<file path="src/rtl/dmem_arbiter_if.sv">
// -----------------------------------------------------------------------------
// dmem_arbiter_if
//
// Purpose:
//   Bundles the CPU request port, the DMA request port and the shared data
//   memory port that dmem_arbiter connects together.
//
// Parameters:
//   WIDTH  - data word width
//   ADDR_W - data memory word-address width
//
// Signal groups:
//   cpu_*  - CPU access request (req/we/addr/wdata) and its grant, stall,
//            read-valid and read data
//   dma_*  - DMA access request (req/we/lock/addr/wdata) and its grant,
//            read-valid and read data
//   mem_*  - single shared dcache port; mem_rdata is combinational from
//            mem_addr
//
// Modports:
//   slave  - the arbiter side
//   master - the environment side (requesters plus the data memory)
// -----------------------------------------------------------------------------
interface dmem_arbiter_if #(
  parameter int WIDTH  = 32,
  parameter int ADDR_W = 6
);

  // CPU port
  logic              cpu_req;
  logic              cpu_we;
  logic [ADDR_W-1:0] cpu_addr;
  logic [WIDTH-1:0]  cpu_wdata;
  logic              cpu_gnt;
  logic              cpu_rvalid;
  logic              cpu_stall;
  logic [WIDTH-1:0]  cpu_rdata;

  // DMA port
  logic              dma_req;
  logic              dma_we;
  logic              dma_lock;
  logic [ADDR_W-1:0] dma_addr;
  logic [WIDTH-1:0]  dma_wdata;
  logic              dma_gnt;
  logic              dma_rvalid;
  logic [WIDTH-1:0]  dma_rdata;

  // Shared memory port
  logic              mem_w_en;
  logic [ADDR_W-1:0] mem_addr;
  logic [WIDTH-1:0]  mem_wdata;
  logic [WIDTH-1:0]  mem_rdata;

  modport slave (
    input  cpu_req, cpu_we, cpu_addr, cpu_wdata,
    output cpu_gnt, cpu_rvalid, cpu_stall, cpu_rdata,
    input  dma_req, dma_we, dma_lock, dma_addr, dma_wdata,
    output dma_gnt, dma_rvalid, dma_rdata,
    output mem_w_en, mem_addr, mem_wdata,
    input  mem_rdata
  );

  modport master (
    output cpu_req, cpu_we, cpu_addr, cpu_wdata,
    input  cpu_gnt, cpu_rvalid, cpu_stall, cpu_rdata,
    output dma_req, dma_we, dma_lock, dma_addr, dma_wdata,
    input  dma_gnt, dma_rvalid, dma_rdata,
    input  mem_w_en, mem_addr, mem_wdata,
    output mem_rdata
  );

endinterface

</file>
<file path="src/rtl/dmem_arbiter.sv">
// -----------------------------------------------------------------------------
// dmem_arbiter
//
// Purpose:
//   Shares one single-ported data memory between a CPU and a DMA engine.
//   At most one requester is granted per cycle; grants are combinational
//   from the current requests and the arbitration state. A granted read
//   returns its data one cycle later with a one-cycle rvalid pulse.
//
//   Default build: round-robin between CPU and DMA on contended cycles.
//   With DMEM_ARB_FIXED_PRIO_EN defined: the CPU wins every contended
//   cycle, except that a DMA denied for STARVE_LIMIT consecutive request
//   cycles wins the next contended cycle.
//
//   In both builds a DMA grant with dma_lock=1 locks the memory to the DMA
//   until the DMA drops either dma_req or dma_lock.
//
// Parameters:
//   WIDTH        - data word width
//   ADDR_W       - data memory word-address width
//   STARVE_LIMIT - consecutive denied DMA request cycles tolerated in the
//                  fixed-priority build
//
// Ports:
//   clk   - clock, all state updates on the rising edge
//   reset - synchronous, active-high; abandons any lock, clears read-valid
//           and read-data registers, and forces all grants low while held
//   bus   - dmem_arbiter_if.slave: CPU port, DMA port and shared memory port
// -----------------------------------------------------------------------------
module dmem_arbiter #(
  parameter int WIDTH        = 32,
  parameter int ADDR_W       = 6,
  parameter int STARVE_LIMIT = 4
) (
  input  logic                 clk,
  input  logic                 reset,
  dmem_arbiter_if.slave        bus
);

  typedef enum logic [1:0] {
    IDLE     = 2'd0,
    CPU_LAST = 2'd1,
    DMA_LAST = 2'd2,
    DMA_LOCK = 2'd3
  } state_t;

  state_t            state_q;

  logic              lock_hold_p0;
  state_t            arb_state_p0;
  logic              contended_p0;
  logic              cpu_gnt_p0;
  logic              dma_gnt_p0;
  logic              cpu_rd_p0;
  logic              dma_rd_p0;

  logic              cpu_vld_p1;
  logic              dma_vld_p1;
  logic [WIDTH-1:0]  cpu_rdata_p1;
  logic [WIDTH-1:0]  dma_rdata_p1;

`ifdef DMEM_ARB_FIXED_PRIO_EN
  localparam int CNT_W = $clog2(STARVE_LIMIT + 1);
  localparam logic [CNT_W-1:0] LIMIT_C = CNT_W'(STARVE_LIMIT);

  logic [CNT_W-1:0]  starve_cnt;
  logic              dma_starved_p0;

  assign dma_starved_p0 = (starve_cnt == LIMIT_C);
`endif

  // ---------------------------------------------------------------------------
  // Stage p0: combinational arbitration and memory port mux
  // ---------------------------------------------------------------------------

  // The lock is only held while the DMA keeps both req and lock high; the
  // first cycle either drops is arbitrated as if the DMA had just been served.
  assign lock_hold_p0 = (state_q == DMA_LOCK) && bus.dma_req && bus.dma_lock;
  assign arb_state_p0 = (state_q == DMA_LOCK) ? DMA_LAST : state_q;
  assign contended_p0 = bus.cpu_req && bus.dma_req;

  always_comb begin
    cpu_gnt_p0 = 1'b0;
    dma_gnt_p0 = 1'b0;
    if (reset) begin
      cpu_gnt_p0 = 1'b0;
      dma_gnt_p0 = 1'b0;
    end else if (lock_hold_p0) begin
      dma_gnt_p0 = 1'b1;
    end else if (contended_p0) begin
`ifdef DMEM_ARB_FIXED_PRIO_EN
      if (dma_starved_p0) begin
        dma_gnt_p0 = 1'b1;
      end else begin
        cpu_gnt_p0 = 1'b1;
      end
`else
      if (arb_state_p0 == DMA_LAST) begin
        cpu_gnt_p0 = 1'b1;
      end else begin
        dma_gnt_p0 = 1'b1;
      end
`endif
    end else begin
      cpu_gnt_p0 = bus.cpu_req;
      dma_gnt_p0 = bus.dma_req;
    end
  end

  assign cpu_rd_p0 = cpu_gnt_p0 && !bus.cpu_we;
  assign dma_rd_p0 = dma_gnt_p0 && !bus.dma_we;

  always_comb begin
    bus.mem_w_en  = 1'b0;
    bus.mem_addr  = '0;
    bus.mem_wdata = '0;
    if (cpu_gnt_p0) begin
      bus.mem_w_en  = bus.cpu_we;
      bus.mem_addr  = bus.cpu_addr;
      bus.mem_wdata = bus.cpu_wdata;
    end else if (dma_gnt_p0) begin
      bus.mem_w_en  = bus.dma_we;
      bus.mem_addr  = bus.dma_addr;
      bus.mem_wdata = bus.dma_wdata;
    end
  end

  assign bus.cpu_gnt   = cpu_gnt_p0;
  assign bus.dma_gnt   = dma_gnt_p0;
  assign bus.cpu_stall = bus.cpu_req && !cpu_gnt_p0;

  // ---------------------------------------------------------------------------
  // Stage p1: arbitration state and registered read returns
  // ---------------------------------------------------------------------------
  always_ff @(posedge clk) begin
    if (reset) begin
      state_q      <= IDLE;
      cpu_vld_p1   <= 1'b0;
      dma_vld_p1   <= 1'b0;
      cpu_rdata_p1 <= '0;
      dma_rdata_p1 <= '0;
`ifdef DMEM_ARB_FIXED_PRIO_EN
      starve_cnt   <= '0;
`endif
    end else begin
      if (lock_hold_p0) begin
        state_q <= DMA_LOCK;
      end else if (dma_gnt_p0) begin
        state_q <= bus.dma_lock ? DMA_LOCK : DMA_LAST;
      end else if (cpu_gnt_p0) begin
        state_q <= CPU_LAST;
      end else begin
        state_q <= arb_state_p0;
      end

      cpu_vld_p1 <= cpu_rd_p0;
      dma_vld_p1 <= dma_rd_p0;
      if (cpu_rd_p0) begin
        cpu_rdata_p1 <= bus.mem_rdata;
      end
      if (dma_rd_p0) begin
        dma_rdata_p1 <= bus.mem_rdata;
      end

`ifdef DMEM_ARB_FIXED_PRIO_EN
      // Counts an unbroken run of denied DMA request cycles, saturating at
      // the limit; any DMA grant or idle DMA cycle ends the run.
      if (dma_gnt_p0 || !bus.dma_req) begin
        starve_cnt <= '0;
      end else if (!dma_starved_p0) begin
        starve_cnt <= starve_cnt + 1'b1;
      end
`endif
    end
  end

  assign bus.cpu_rvalid = cpu_vld_p1;
  assign bus.dma_rvalid = dma_vld_p1;
  assign bus.cpu_rdata  = cpu_rdata_p1;
  assign bus.dma_rdata  = dma_rdata_p1;

endmodule

</file>
<file path="src/flat_wrapper.sv">
// flat-port wrapper written by rule: the top's interface ports become plain ports
module dmem_arbiter_flat 
#(
  parameter int WIDTH        = 32,
  parameter int ADDR_W       = 6,
  parameter int STARVE_LIMIT = 4
)
  (clk, reset, bus_cpu_req, bus_cpu_we, bus_cpu_addr, bus_cpu_wdata, bus_cpu_gnt, bus_cpu_rvalid, bus_cpu_stall, bus_cpu_rdata, bus_dma_req, bus_dma_we, bus_dma_lock, bus_dma_addr, bus_dma_wdata, bus_dma_gnt, bus_dma_rvalid, bus_dma_rdata, bus_mem_w_en, bus_mem_addr, bus_mem_wdata, bus_mem_rdata);
  dmem_arbiter_if #(.WIDTH(WIDTH), .ADDR_W(ADDR_W)) bus_i ();
  input  logic clk;
  input  logic reset;
  input wire logic [$bits(bus_i.cpu_req)-1:0] bus_cpu_req;
  input wire logic [$bits(bus_i.cpu_we)-1:0] bus_cpu_we;
  input wire logic [$bits(bus_i.cpu_addr)-1:0] bus_cpu_addr;
  input wire logic [$bits(bus_i.cpu_wdata)-1:0] bus_cpu_wdata;
  output wire logic [$bits(bus_i.cpu_gnt)-1:0] bus_cpu_gnt;
  output wire logic [$bits(bus_i.cpu_rvalid)-1:0] bus_cpu_rvalid;
  output wire logic [$bits(bus_i.cpu_stall)-1:0] bus_cpu_stall;
  output wire logic [$bits(bus_i.cpu_rdata)-1:0] bus_cpu_rdata;
  input wire logic [$bits(bus_i.dma_req)-1:0] bus_dma_req;
  input wire logic [$bits(bus_i.dma_we)-1:0] bus_dma_we;
  input wire logic [$bits(bus_i.dma_lock)-1:0] bus_dma_lock;
  input wire logic [$bits(bus_i.dma_addr)-1:0] bus_dma_addr;
  input wire logic [$bits(bus_i.dma_wdata)-1:0] bus_dma_wdata;
  output wire logic [$bits(bus_i.dma_gnt)-1:0] bus_dma_gnt;
  output wire logic [$bits(bus_i.dma_rvalid)-1:0] bus_dma_rvalid;
  output wire logic [$bits(bus_i.dma_rdata)-1:0] bus_dma_rdata;
  output wire logic [$bits(bus_i.mem_w_en)-1:0] bus_mem_w_en;
  output wire logic [$bits(bus_i.mem_addr)-1:0] bus_mem_addr;
  output wire logic [$bits(bus_i.mem_wdata)-1:0] bus_mem_wdata;
  input wire logic [$bits(bus_i.mem_rdata)-1:0] bus_mem_rdata;
  assign bus_i.cpu_req = bus_cpu_req;
  assign bus_i.cpu_we = bus_cpu_we;
  assign bus_i.cpu_addr = bus_cpu_addr;
  assign bus_i.cpu_wdata = bus_cpu_wdata;
  assign bus_cpu_gnt = bus_i.cpu_gnt;
  assign bus_cpu_rvalid = bus_i.cpu_rvalid;
  assign bus_cpu_stall = bus_i.cpu_stall;
  assign bus_cpu_rdata = bus_i.cpu_rdata;
  assign bus_i.dma_req = bus_dma_req;
  assign bus_i.dma_we = bus_dma_we;
  assign bus_i.dma_lock = bus_dma_lock;
  assign bus_i.dma_addr = bus_dma_addr;
  assign bus_i.dma_wdata = bus_dma_wdata;
  assign bus_dma_gnt = bus_i.dma_gnt;
  assign bus_dma_rvalid = bus_i.dma_rvalid;
  assign bus_dma_rdata = bus_i.dma_rdata;
  assign bus_mem_w_en = bus_i.mem_w_en;
  assign bus_mem_addr = bus_i.mem_addr;
  assign bus_mem_wdata = bus_i.mem_wdata;
  assign bus_i.mem_rdata = bus_mem_rdata;
  dmem_arbiter #(.WIDTH(WIDTH), .ADDR_W(ADDR_W), .STARVE_LIMIT(STARVE_LIMIT)) u_core (.clk(clk), .reset(reset), .bus(bus_i));
endmodule
</file>
<file path="config.mk">
export PLATFORM = sky130hd
export DESIGN_NAME = dmem_arbiter_flat
export DESIGN_NICKNAME = d
export VERILOG_FILES = /design/src/rtl/dmem_arbiter_if.sv /design/src/rtl/dmem_arbiter.sv /design/src/flat_wrapper.sv
export SDC_FILE = /design/constraint.sdc
export NUM_CORES = 1
export LEC_CHECK = 0
export ABC_AREA = 1
export CELL_PAD_IN_SITES_DETAIL_PLACEMENT = 1
export CELL_PAD_IN_SITES_GLOBAL_PLACEMENT = 1
export CORE_MARGIN = 10
export CORE_UTILIZATION = 22
export DETAILED_ROUTE_END_ITERATION = 8
export PLACE_DENSITY = 0.8
export SLEW_MARGIN = 20
export SYNTH_ARGS = -nofsm -noshare
export SYNTH_HDL_FRONTEND = slang
export SYNTH_SLANG_ARGS = --single-unit
</file>
<file path="constraint.sdc">
create_clock -name clk -period 1.5 [get_ports clk]
set_input_delay 0.15 -clock clk [delete_from_list [all_inputs] [get_ports clk]]
set_output_delay 0.15 -clock clk [all_outputs]
set_load 0.01 [all_outputs]
</file>
Word level (Yosys, flattened, before mapping)
Index checks and enable logic that the tools add are counted.
{ "word_totals": {"in_bits": 115, "ramBits": 0, "out_inout_bits": 108, "memories": 0, "elab_cells": 35, "romBits": 0, "latch_bits": 0, "reg_bits": 68} }
{ "classes": {"bitwise": 0, "addsub": 0, "n_mul": 0, "div_mod_pow": 0, "muxes": 19, "eq_ne": 2, "order_cmp": 0, "n_reduce_logical": 9, "shift": 0} }
{ "ops": {"columns": ["operator", "n"], "rows": [
  ["2-to-1 mux 32 bit", 2],
  ["2-to-1 mux 6 bit", 2],
  ["2-to-1 mux 1 bit", 11],
  ["2-to-1 mux 2 bit", 4],
  ["logical AND 1 bit", 6],
  ["equality test 2 bit (second input constant)", 2],
  ["zero test 1 bit", 3]
]} }

Longest topological paths before layout
{ "logic_depth": {"word_depth": 10, "ltp_mapped": 10, "ltp_nobuf": 8} }

Least setup slack after synthesis
Ideal clock, no wire load.
{ "synth_path": {"kind": "reg2out", "from": "register u_core.state_q[1]", "to": "output bus_mem_wdata[12]", "path_stages_with_launch": 11, "path_slack_ns": 0.232, "path_buffers": 2, "required_time_ns": 1.350, "arrival_ns": 1.118, "cell_sequence": "dfxtp_1 -> nand2_1 -> inv_2 -> nand2_1 -> nand2_2 -> nand2_2 -> inv_2 -> buf_6 -> buf_6 -> nand2_1 -> nand2_1"} }
{ "synth_between": {"elab_chain_cells": 9, "word_cells_on_any_way": 15, "cone_classes": "2 x eq/ne; 11 x mux; 2 x reduce/logical"} }
{ "synth_rtl": {"columns": ["element", "line_no", "source"], "rows": [
  ["start: declaration", "dmem_arbiter.sv:47", "state_t state_q;"],
  ["start signal: assignment", "dmem_arbiter.sv:149", "state_q <= bus.dma_lock ? DMA_LOCK : DMA_LAST;"],
  ["start signal: assignment", "dmem_arbiter.sv:153", "state_q <= arb_state_p0;"],
  ["equality test 2 bit", "dmem_arbiter.sv:78, dmem_arbiter.sv:79", null],
  ["2-to-1 mux 2 bit", "dmem_arbiter.sv:79", "assign arb_state_p0 = (state_q == DMA_LOCK) ? DMA_LAST : state_q;"],
  ["equality test 2 bit", "dmem_arbiter.sv:98", "if (arb_state_p0 == DMA_LAST) begin"],
  ["2-to-1 mux 1 bit", "dmem_arbiter.sv:98", null],
  ["2-to-1 mux 1 bit", "dmem_arbiter.sv:90", "end else if (contended_p0) begin"],
  ["2-to-1 mux 1 bit", "dmem_arbiter.sv:88", "end else if (lock_hold_p0) begin"],
  ["2-to-1 mux 1 bit", "dmem_arbiter.sv:85", "if (reset) begin"],
  ["2-to-1 mux 32 bit", "dmem_arbiter.sv:121", "end else if (dma_gnt_p0) begin"],
  ["2-to-1 mux 32 bit (*)", "dmem_arbiter.sv:117", "if (cpu_gnt_p0) begin"],
  ["end: declaration", "flat_wrapper.sv:30", "output wire logic [$bits(bus_i.mem_wdata)-1:0] bus_mem_wdata;"]
]} }
Every way passes the cells marked *; elsewhere a longest branch is shown, timed or not.

Worst setup path in the final report
{ "layout_path": {"from": "register u_core.state_q[1]", "to": "output bus_mem_wdata[26]"} }
The elaborated chain is that of the path after synthesis.

==> run metrics <==
fin area=6740 um^2; crit path cell chain=nand2_4 -> inv_4 -> nand2_4 -> nand2_4 -> nand2_4 -> inv_8 -> buf_12 -> buf_16 -> nand2_1 -> nand2_1 -> buf_6; die area=19,400 um^2; Die X=139 um; port bufs=222; DRC viols=0; Synth area leaders=dfxtp_1 43%, nand2_1 30%, nor2_1 7.9%; setup_tns=-20.04 ns; post-DP HPWL=12.0 mm; pin count of the biggest net entering global routing=40; CP peak stage delay=0.40 ns; Critical R2R Launch=u_core.state_q[1]; Cell Area, Placed=5600 um^2; cell with the most instances after synthesis=nand2_1; DRT iter0 DRCs=175; final core occ=48.3%; post-layout worst setup margin=-0.334 ns; number of flops mapped to enable cells by yosys=0; sw frac=28.2%; asr flop ratio synth=0%; Tcrit/Tclk final=122%; CTS Buf Count=9; Fmax=545 MHz; register area share after synthesis=43.4%; P_leak=0.00327 uW; CTS root buffer=clkbuf_16; htree depth=3; worst hold stages=3; Area Overhead vs Synth=115%; HP Start=bus_mem_rdata[20]; syn_area_per_cell=6.25 um^2; fillers=1,645; failing checks=setup timing; Skew-Pair Late Insertion Delay=0.34 ns; Final Skew=0.00570 ns; yosys warns=0; worst setup path category=flip-flop to output pin; DRT Wirelength=18.7 mm; worst r2r dst=u_core.bus.cpu_rdata[27]; Tmin final=1.83 ns; final hold violation count=0; CP delay by family, top=buffers and inverters; Switch Pwr=1570 uW; routability congestion estimate=0.895; post-synth top area share=43.4%; vias in the first global route=4,595; R2R setup slack=-0.19 ns; DRT Pass-1 Iters=6; Chip Height=139 um; Worst setup EP type=output pin; top_reg_cell synth=dfxtp_1; Placeable Area=13,900 um^2; CTS Buffer Depth=2; PwrDens=830 nW/um^2; worst-path fanout max=7; unrepaired setup endpoints after global routing=true; total grt overflow=0; ANT nets after route=0; worst reg2reg path depth=11; first-pass GRT wire length=26.6 mm; CP Depth=11; Reg power frac=35.3%; max_cap viols=0; GRT Total Usage=17.2%; Worst Hold Endpoint=u_core.bus.dma_rdata[20]; io pins=223; worst path bufs/invs=5; nets@finish=871; drt wl/cell=19.8 um; CTS tree=yes; Commonest cells post-synth=251 x nand2_1, 68 x dfxtp_1, 66 x nor2_1; unique cell type count in the Yosys netlist=16; Synthesized Nets=617; setup violators final=107; CP most frequent cell=nand2_4; slowest cell on the critical path=dfxtp_4; Hold Slack=0.397 ns; data required time of the worst path=1.35 ns; initial antenna violation count=0; Slew headroom=68.7%; DR vias=4,202; post-synthesis register bit count=68; Startpoint Class=flip-flop; Clock power frac=37.3%; row cnt=43; CTS clk-pin slew, worst paths=0.06 ns; number of diodes=0; worst slack, placed=-0.736 ns; Worst IR Drop VDD=0.638 mV; Slew @ Worst Pin=0.469 ns; Pint=4020 uW; Arr. time, crit path=1.68 ns; Via density=4.47; Min-Delay Path Class=input pin to flip-flop; clock sinks=68; synthesized instance count=502; Final Max Tran Viols=0; run status=finished, violations left; share of post-route cells with drive strength above 1=28.3%; Initial Util=22.5%; mapped cell area=3140 um^2; Gate power share=27.5%; Yosys top cell by area=dfxtp_1
==> power groups by stage <==
| stage | clock network (uW) | registers, uW | logic (uW) |
|---|---|---|---|
| after detailed placement | 0 | 2000 | 1240 |
| after global routing | 2240 | 1980 | 1650 |
| final | 2080 | 1970 | 1540 |
| after CTS | 2160 | 1970 | 1370 |
| after floorplan | 0 | 2040 | 370 |
| after global placement | 0 | 1990 | 1200 |
==> worst max path at each step <==
stage / startpoint / endpoint / slack [ns]
floorplan: u_core.state_q[1] / bus_mem_wdata[12] / 0.23
global placement: bus_cpu_req / bus_mem_wdata[2] / -0.67
detailed placement: bus_dma_req / bus_mem_wdata[2] / -0.74
CTS: u_core.state_q[1] / bus_mem_wdata[18] / -0.27
global route: u_core.state_q[1] / bus_mem_wdata[26] / -0.41
finish: u_core.state_q[1] / bus_mem_wdata[26] / -0.33
==> cell families (layout without fill, tap and decap cells) <==
logic type / after synthesis / count (layout) / synth area share (%)
compound gates: 4 / 4 / 0.678
buf+inv: 74 / 333 / 11.5
flops: 68 / 68 / 43.4
simple gates: 356 / 356 / 44.4
==> cells in the final DEF (no fill, tap or decap), types with 2 or more instances in the layout <==
cell type        Yosys  final
clkdlybuf4s50_1      0    178
nand2_1            251    166
dfxtp_1             68     66
nor2_1              66     63
nand2_2              2     62
inv_1               42     35
nand3_1             35     33
buf_6                7     31
nand2_4              0     25
buf_4                4     25
buf_2               13     15
clkbuf_16            0     14
inv_2                4      8
buf_12               0      8
buf_16               0      5
nor2_2               0      3
clkinvlp_4           0      3
clkbuf_8             0      3
nand3_2              1      2
inv_8                0      2
buf_8                0      2
dlygate4sd2_1        0      2
==> state kept, by name, summed over array words and instances, names as in the netlist <==
name,count
u_core.bus.dma_rdata,32
u_core.bus.cpu_rdata,32
u_core.state_q,2
u_core.bus.cpu_rvalid,1
u_core.bus.dma_rvalid,1
==> layer usage <==
| metal | wire, um | part of all wire, % | up-vias | global-route usage (%) |
|---|---|---|---|---|
| met4 | 285 | 1.5 | 0 | 5.27 |
| met5 | 0 | 0 | - | 0 |
| met3 | 1580 | 8.5 | 18 | 7.69 |
| li1 | - | - | 2010 | - |
| met2 | 9560 | 51 | 170 | 30.6 |
| met1 | 7250 | 39 | 2004 | 17.6 |
==> through the flow <==
step,power [uW],cells
after floorplan,2410,502
after global placement,3200,897
after detailed placement,3240,897
after CTS,5500,935
after global routing,5870,941
final,5590,941
==> area by class of cell <==
cell class	count	area, um^2	share of cell area [%]
timing repair buffer	271	2860	42.5
multi-input combinational	360	1790	26.6
sequential	68	1370	20.3
clock buffer	12	267	3.96
tap	180	225	3.34
inverter	46	190	2.82
clock inverter	4	31.3	0.464
==> worst register-to-register path: stages, from the launching register on <==
cell	delay (ns)
dfxtp_4	0.40
nand2_4	0.07
inv_4	0.06
nand2_4	0.08
buf_4	0.14
buf_4	0.12
nand4_1	0.14
buf_6	0.20
clkbuf_16	0.22
nand2_4	0.06
nand2_2	0.05
nor2_1	0.04
==> timing repair <==
item	CTS	global route
setup buffers	14	4
endpoints found under the setup margin	77	108
cloned	8	6
gates resized for setup	227	128
pin swaps	9	23
hold buffers	0	0
(Power assumes the default switching activity.)
